### config.mk
export PLATFORM = sky130hd
export DESIGN_NAME = ysyx_22050612_ifu
export DESIGN_NICKNAME = d
export VERILOG_FILES = /design/src/rtl/ysyx_22050612_ifu.sv
export SDC_FILE = /design/constraint.sdc
export NUM_CORES = 1
export LEC_CHECK = 0
export CAP_MARGIN = 20
export CORE_MARGIN = 2
export CORE_UTILIZATION = 40
export CTS_BUF_LIST = sky130_fd_sc_hd__clkbuf_4 sky130_fd_sc_hd__clkbuf_8
export CTS_CLUSTER_DIAMETER = 60
export CTS_CLUSTER_SIZE = 8
export DETAILED_ROUTE_END_ITERATION = 12
export MAX_ROUTING_LAYER = met4
export PLACE_DENSITY_LB_ADDON = 0.12
export REMOVE_ABC_BUFFERS = 1
export SETUP_SLACK_MARGIN = 0.1
export SLEW_MARGIN = 40
export SYNTH_ARGS = -nofsm -noshare
export SYNTH_HDL_FRONTEND = slang
export SYNTH_SLANG_ARGS = --single-unit
### constraint.sdc
create_clock -name clk -period 2.15 [get_ports clk]
set_clock_uncertainty 0.2 [all_clocks]
set_input_delay 0.215 -clock clk [delete_from_list [all_inputs] [get_ports clk]]
set_output_delay 0.215 -clock clk [all_outputs]
set_load 0.03 [all_outputs]
### src/rtl/ysyx_22050612_ifu.sv
`default_nettype none
// ============================================================================
// Module      : ysyx_22050612_ifu
// Description : Single-issue, non-pipelined instruction fetch unit. Holds the
//               architectural PC, fetches one 32-bit instruction per loop over
//               a valid/ready memory handshake and buffers it for execute.
//               Optional feature macro: YSYX_22050612_IFU_ALIGN_CHK_EN
//               (misaligned-fetch trap into a sticky ERR state).
// Revision    : 1.0 - initial release
// ============================================================================
module ysyx_22050612_ifu #(
    parameter logic [63:0] RESET_PC = 64'h8000_0000
) (
    input  logic        clk,
    input  logic        rst,
    output logic        imem_req_valid,
    input  logic        imem_req_ready,
    output logic [63:0] imem_req_addr,
    input  logic        imem_resp_valid,
    input  logic [31:0] imem_resp_data,
    output logic        inst_valid,
    input  logic        inst_ready,
    output logic [31:0] inst,
    output logic [63:0] inst_pc,
    input  logic [63:0] dnpc,
    input  logic        dnpc_valid,
    output logic        fetch_err
);

    typedef enum logic [2:0] {
        S_IDLE  = 3'd0,
        S_REQ   = 3'd1,
        S_WAIT  = 3'd2,
        S_VALID = 3'd3,
`ifdef YSYX_22050612_IFU_ALIGN_CHK_EN
        S_EXEC  = 3'd4,
        S_ERR   = 3'd5
`else
        S_EXEC  = 3'd4
`endif
    } state_t;

    state_t      r_state;
    state_t      w_state_nxt;
    logic [63:0] r_pc;
    logic [63:0] w_pc_nxt;
    logic [31:0] r_inst;
    logic [63:0] r_inst_pc;
    logic        w_capture;

    // Next-state and next-PC decode; pc only ever moves via a committed dnpc.
    always_comb begin
        w_state_nxt = r_state;
        w_pc_nxt    = r_pc;
        w_capture   = 1'b0;
        case (r_state)
            S_IDLE: begin
                w_state_nxt = S_REQ;
            end
            S_REQ: begin
                if (imem_req_ready) begin
                    w_state_nxt = S_WAIT;
                end
            end
            S_WAIT: begin
                if (imem_resp_valid) begin
                    w_capture   = 1'b1;
                    w_state_nxt = S_VALID;
                end
            end
            S_VALID: begin
                if (inst_ready) begin
                    if (dnpc_valid) begin
                        w_pc_nxt    = dnpc;
                        w_state_nxt = S_REQ;
                    end else begin
                        w_state_nxt = S_EXEC;
                    end
                end
            end
            S_EXEC: begin
                if (dnpc_valid) begin
                    w_pc_nxt    = dnpc;
                    w_state_nxt = S_REQ;
                end
            end
`ifdef YSYX_22050612_IFU_ALIGN_CHK_EN
            S_ERR: begin
                w_state_nxt = S_ERR;
            end
`endif
            default: begin
                w_state_nxt = S_IDLE;
            end
        endcase
`ifdef YSYX_22050612_IFU_ALIGN_CHK_EN
        // Divert into ERR at the moment REQ would be entered with a
        // misaligned PC, so no request is ever raised for it.
        if ((w_state_nxt == S_REQ) && (r_state != S_REQ) &&
            (w_pc_nxt[1:0] != 2'b00)) begin
            w_state_nxt = S_ERR;
        end
`endif
    end

    // State, PC and instruction buffer registers with synchronous reset.
    always_ff @(posedge clk) begin
        if (rst) begin
            r_state   <= S_IDLE;
            r_pc      <= RESET_PC;
            r_inst    <= 32'd0;
            r_inst_pc <= 64'd0;
        end else begin
            r_state <= w_state_nxt;
            r_pc    <= w_pc_nxt;
            if (w_capture) begin
                r_inst    <= imem_resp_data;
                r_inst_pc <= r_pc;
            end
        end
    end

    // Outputs decode purely from registered state.
    assign imem_req_valid = (r_state == S_REQ);
    assign imem_req_addr  = r_pc;
    assign inst_valid     = (r_state == S_VALID);
    assign inst           = r_inst;
    assign inst_pc        = r_inst_pc;

`ifdef YSYX_22050612_IFU_ALIGN_CHK_EN
    assign fetch_err = (r_state == S_ERR);
`else
    assign fetch_err = 1'b0;
`endif

endmodule
`default_nettype wire

# Yosys cells after proc, flatten, opt, wreduce, memory -nomap -nowiden
# Cells that the tools add are included.
[op_classes]
addsub = 0
multipliers = 0
n_div = 0
n_lt_le_gt_ge = 0
n_eq_ne = 8
shifts = 0
n_mux = 11
n_bitwise = 0
n_reduce_logical = 4
[op_table]
columns = ["operator", "count"]
rows = [
  ["two-way mux 64 bit", 2],
  ["one-hot mux 64 bit (2 select lines)", 1],
  ["two-way mux 3 bit", 5],
  ["one-hot mux 3 bit (5 select lines)", 1],
  ["equality test 3 x 2 -> 1 bit, second input constant", 2],
  ["!= test 2 x 1 -> 1 bit, second input constant", 2],
  ["!= test 2 bit, second input constant", 2],
  ["AND reduction 4 bit", 1],
  ["equality test 3 x 1 -> 1 bit, second input constant", 1],
  ["equality test 3 bit, second input constant", 1],
  ["zero test 3 bit", 1],
  ["two-way mux 1 bit", 2],
  ["AND reduction 2 bit", 1],
  ["nonzero test 2 bit", 1],
]
[word_totals]
regBits = 163
latchBits = 0
mem_bits_rw = 0
rom_bits = 0
output_inout_bits = 163
word_cells = 27
memories = 0

# Longest topological paths before layout
# Gate-level depths: netlist of the first run.
[logic_depth]
depth_word = 3
ltp_mapped = 7
depth_no_buf = 3

# Least setup slack after synthesis of the first run
# OpenSTA, ideal clock, no wires.
[synth_path]
kind = "reg-to-reg"
from = "register r_state[0]"
to = "register r_pc[10], in the netlist imem_req_addr[10]"
setup_time_ns = 0.072
t_arrival_ns = 1.426
required_time_ns = 1.878
setup_slack_ns = 0.452
stages_incl_launch_ff = 7
period_less_slack_ns = 1.698
cell_sequence = "dfxtp_1 buf_6 or3b_4 a21oi_4 buf_12 buf_12 mux2i_1"
[synth_between]
elab_chain_len = 3
elab_cells_between_ends = 6
[synth_lines]
columns = ["item", "line", "text"]
rows = [
  ["start: declaration", "43", "state_t r_state;"],
  ["start signal: assignment", "114", "r_state <= w_state_nxt;"],
  ["equality test 3 x 2 -> 1 bit / equality test 3 bit (equally long branches)", "56", "case (r_state)"],
  ["!= test 2 x 1 -> 1 bit (no line) / nonzero test 2 bit (equally long branches)", "--", ""],
  ["AND reduction 2 bit (no line)", "--", ""],
  ["end signal: assignment", "115", "r_pc <= w_pc_nxt;"],
  ["end: declaration", "45", "logic [63:0] r_pc;"],
]
# Parallel ways exist; a longest one is shown, timed or not.
# A chain may end at the register's enable or synchronous reset.

# Worst setup path in the final report of the first run
[layout_path]
from = "register r_pc[50], in the netlist imem_req_addr[50]"
to = "output imem_req_addr[50]"
[layout_rtl]
columns = ["item", "line", "text"]
rows = [
  ["end: declaration", "18", "output logic [63:0] imem_req_addr,"],
]
# No word-level cell between the ends.

==> metrics, run 1 <==
status=completed; Seq/Total Area, Yosys=50.8%; Hold Buf Count CTS=0; critical path capture point type=primary output; total leakage power=3.25 nW; CP bufs+invs=1; post-synthesis register bit count=163; Nets=1,066; worst r2r dst=imem_req_addr[7]; Data arrival, critical path=1.54 ns; Reg area=3270 um2; unrepaired setup endpoints after global routing=false; clock tree root buffer cell=clkbuf_8; core area=15,800 um2; first-pass GRT wire length=24.9 mm; multi-input logic area=2810 um2; initial DRC count=298; Setup crit end=imem_req_addr[50]; row cnt=46; cell internal pwr=4.86 mW; Clock Latency Late Sink=0.45 ns; synth warn=0; crit-path max FO=3; filler instances=1,452; initial antenna violation count=0; total negative slack=0 ns; CP startpoint=imem_req_addr[50]; dpl cells=1,161; share of cells above drive strength 1=6.35%; DRT Wirelength=16.5 mm; Setup Viol. Count Final=0; DR vias=5,429; final number of max-transition violations=0; Net Sw Power=1.40 mW; Die Y=131 um; mean area per synthesized cell=8.93 um2; TritonCTS buffer count=17; hpwl dp=11.2 mm; PD cells=642 nW/um2; remaining antenna violation count=0; Hold Path Class=in2reg; GRT overflow=0; FF-to-FF path depth=5; WP depth=1; commonest non-fill, non-tap cell in the layout=clkdlybuf4s50_1; number of global-route vias before repair=4,827; Remaining DRCs=0; CP startpoint kind=register; average wire per standard cell=13.9 um; Setup Crit Path Kind=reg2out; Starting Density=40.7%; Comb pwr share=9.0%; largest net degree at the start of global routing=56; reg-to-reg critical path startpoint=r_state[0]; worst path cell trace=clkdlybuf4s50_1; buffers added on ports=263; fin crit share=90.8%; sw frac=22.4%; Peak VDD IR=0.000312 V; n_diodes=0; Max Root-Sink Buffers=2; Hold Vio Cnt, Final=0; Worst path max stage delay=0.73 ns; CTS tree=yes; Die W=131 um; CP top delay family=buffers and inverters; Mapped Area=6420 um2; Max Cap Viol=0; most frequent cells in the layout=clkdlybuf4s50_1, nand2_1, dfxtp_1; pre-CTS setup slack=0.125 ns; Final Util=61.9%; CTS clk-pin slew, worst paths=0.08 ns; DRT Pass-1 Iters=4; RePlAce Congestion=0.775; hold_ws=0.0388 ns; CP max-delay cell=clkdlybuf4s50_1; fmax=512 MHz; DIE AREA=17,100 um2; R2R Setup Slk=0.32 ns; Distinct cells, synth=28; clock power share=42.0%; CTS sink cnt=163; I/O Pins=265; H-tree levels=4; CP required=1.74 ns; Final min period=1.95 ns; Synth-to-Final Area Change=51.9%; vias per cell=4.55; post-synthesis cell count=719; Flop pwr share=49.0%; aggregate global-route resource usage=19.2%; Finished Layout Cells=1,193; Setup WS post-layout=0.198 ns
[sequential cells by signal, summed over array words and instances, names as in the netlist]
name and count:
imem_req_addr 64, inst 32, r_state 3, inst_pc 64
[routing by layer]
layer / part of all wire, % / vias to the layer above / GRT usage, % / routed length, um
met5: 0 / - / - / 0
met4: 1.5 / 0 / 6.76 / 251
met3: 8.0 / 22 / 6.60 / 1330
met2: 48 / 161 / 30.9 / 7970
met1: 42 / 2443 / 22.3 / 6980
li1: - / 2803 / - / -
[Yosys cell counts]
cell type / count / area (um2)
a211oi_1: 1 / 7.51
a21o_2: 1 / 8.76
a21oi_1: 96 / 480
a21oi_4: 1 / 16.3
a221oi_1: 1 / 8.76
a22oi_1: 1 / 7.51
a31o_2: 1 / 8.76
and3b_2: 1 / 10.0
and4bb_1: 1 / 12.5
buf_12: 7 / 140
buf_2: 9 / 45.0
buf_4: 4 / 30.0
buf_6: 1 / 11.3
clkbuf_1: 36 / 135
conb_1: 1 / 3.75
dfxtp_1: 163 / 3260
inv_1: 1 / 3.75
mux2i_1: 64 / 641
nand2_1: 193 / 724
nand2b_1: 127 / 795
nand4b_1: 1 / 8.76
nand4bb_2: 1 / 16.3
nor2_1: 2 / 7.51
nor2b_1: 1 / 6.26
nor3_1: 1 / 5.00
nor3b_1: 1 / 7.51
o21bai_1: 1 / 7.51
or3b_4: 1 / 11.3
[worst min-delay path by stage]
stage	start	to	slack, ns	cells after the start
6_report	rst	inst_pc[7]	0.04	2
5_1_grt	rst	inst_pc[22]	0.04	2
4_1_cts	rst	inst_pc[39]	0.01	2
3_5_place_dp	inst_pc[43]	inst_pc[43]	0.25	2
3_3_place_gp	inst_pc[10]	inst_pc[10]	0.24	2
2_1_floorplan	rst	inst[0]	0.08	1
[through the flow]
stage          instance area (um2)  power, mW
3_5_place_dp                  9280       3.71
3_3_place_gp                  9280       3.71
5_1_grt                       9760       6.50
6_report                      9760       6.27
4_1_cts                       9760       6.35
2_1_floorplan                 6060       3.34
[layout make-up]
class | count | share of cell area, %
Sequential cell | 163 | 33.5
Timing Repair Buffer | 283 | 30.0
Multi-Input combinational cell | 498 | 28.8
Clock buffer | 21 | 2.90
Tap cell | 216 | 2.77
Clock inverter | 11 | 2.04
Inverter | 1 | 0.0385
[cells by family (layout without fill, tap and decap cells)]
logic type,count (synthesis),after routing,synth area share (%)
buf+inv,58,316,5.69
flops,163,163,50.8
mux,64,64,9.97
simple gates,330,330,25.0
compound gates,103,103,8.49
other cells,1,1,0.0584
[power groups by stage]
stage	Sequential, mW	Combinational (mW)	Clock (mW)
after floorplan	3.19	0.150	0
after global placement	3.14	0.566	0
after detailed placement	3.14	0.568	0
after CTS	3.07	0.569	2.71
after global routing	3.08	0.605	2.82
final	3.07	0.563	2.63
[timing repair]
action | in CTS | in global routing
gates resized for setup | 4 | 0
buffers inserted | 0 | 0
endpoints found under the setup margin | 2 | 0
(Power assumes the default switching activity.)
==> inputs of run 2 (changes only) <==
--- a/config.mk
+++ b/config.mk
@@ -9,7 +9,6 @@
 export CORE_MARGIN = 2
 export CORE_UTILIZATION = 40
 export CTS_BUF_LIST = sky130_fd_sc_hd__clkbuf_4 sky130_fd_sc_hd__clkbuf_8
-export CTS_CLUSTER_DIAMETER = 60
 export CTS_CLUSTER_SIZE = 8
 export DETAILED_ROUTE_END_ITERATION = 12
 export MAX_ROUTING_LAYER = met4
==> results of run 2 <==
The final DEF is identical to that of run 1; final timing and power are the same.
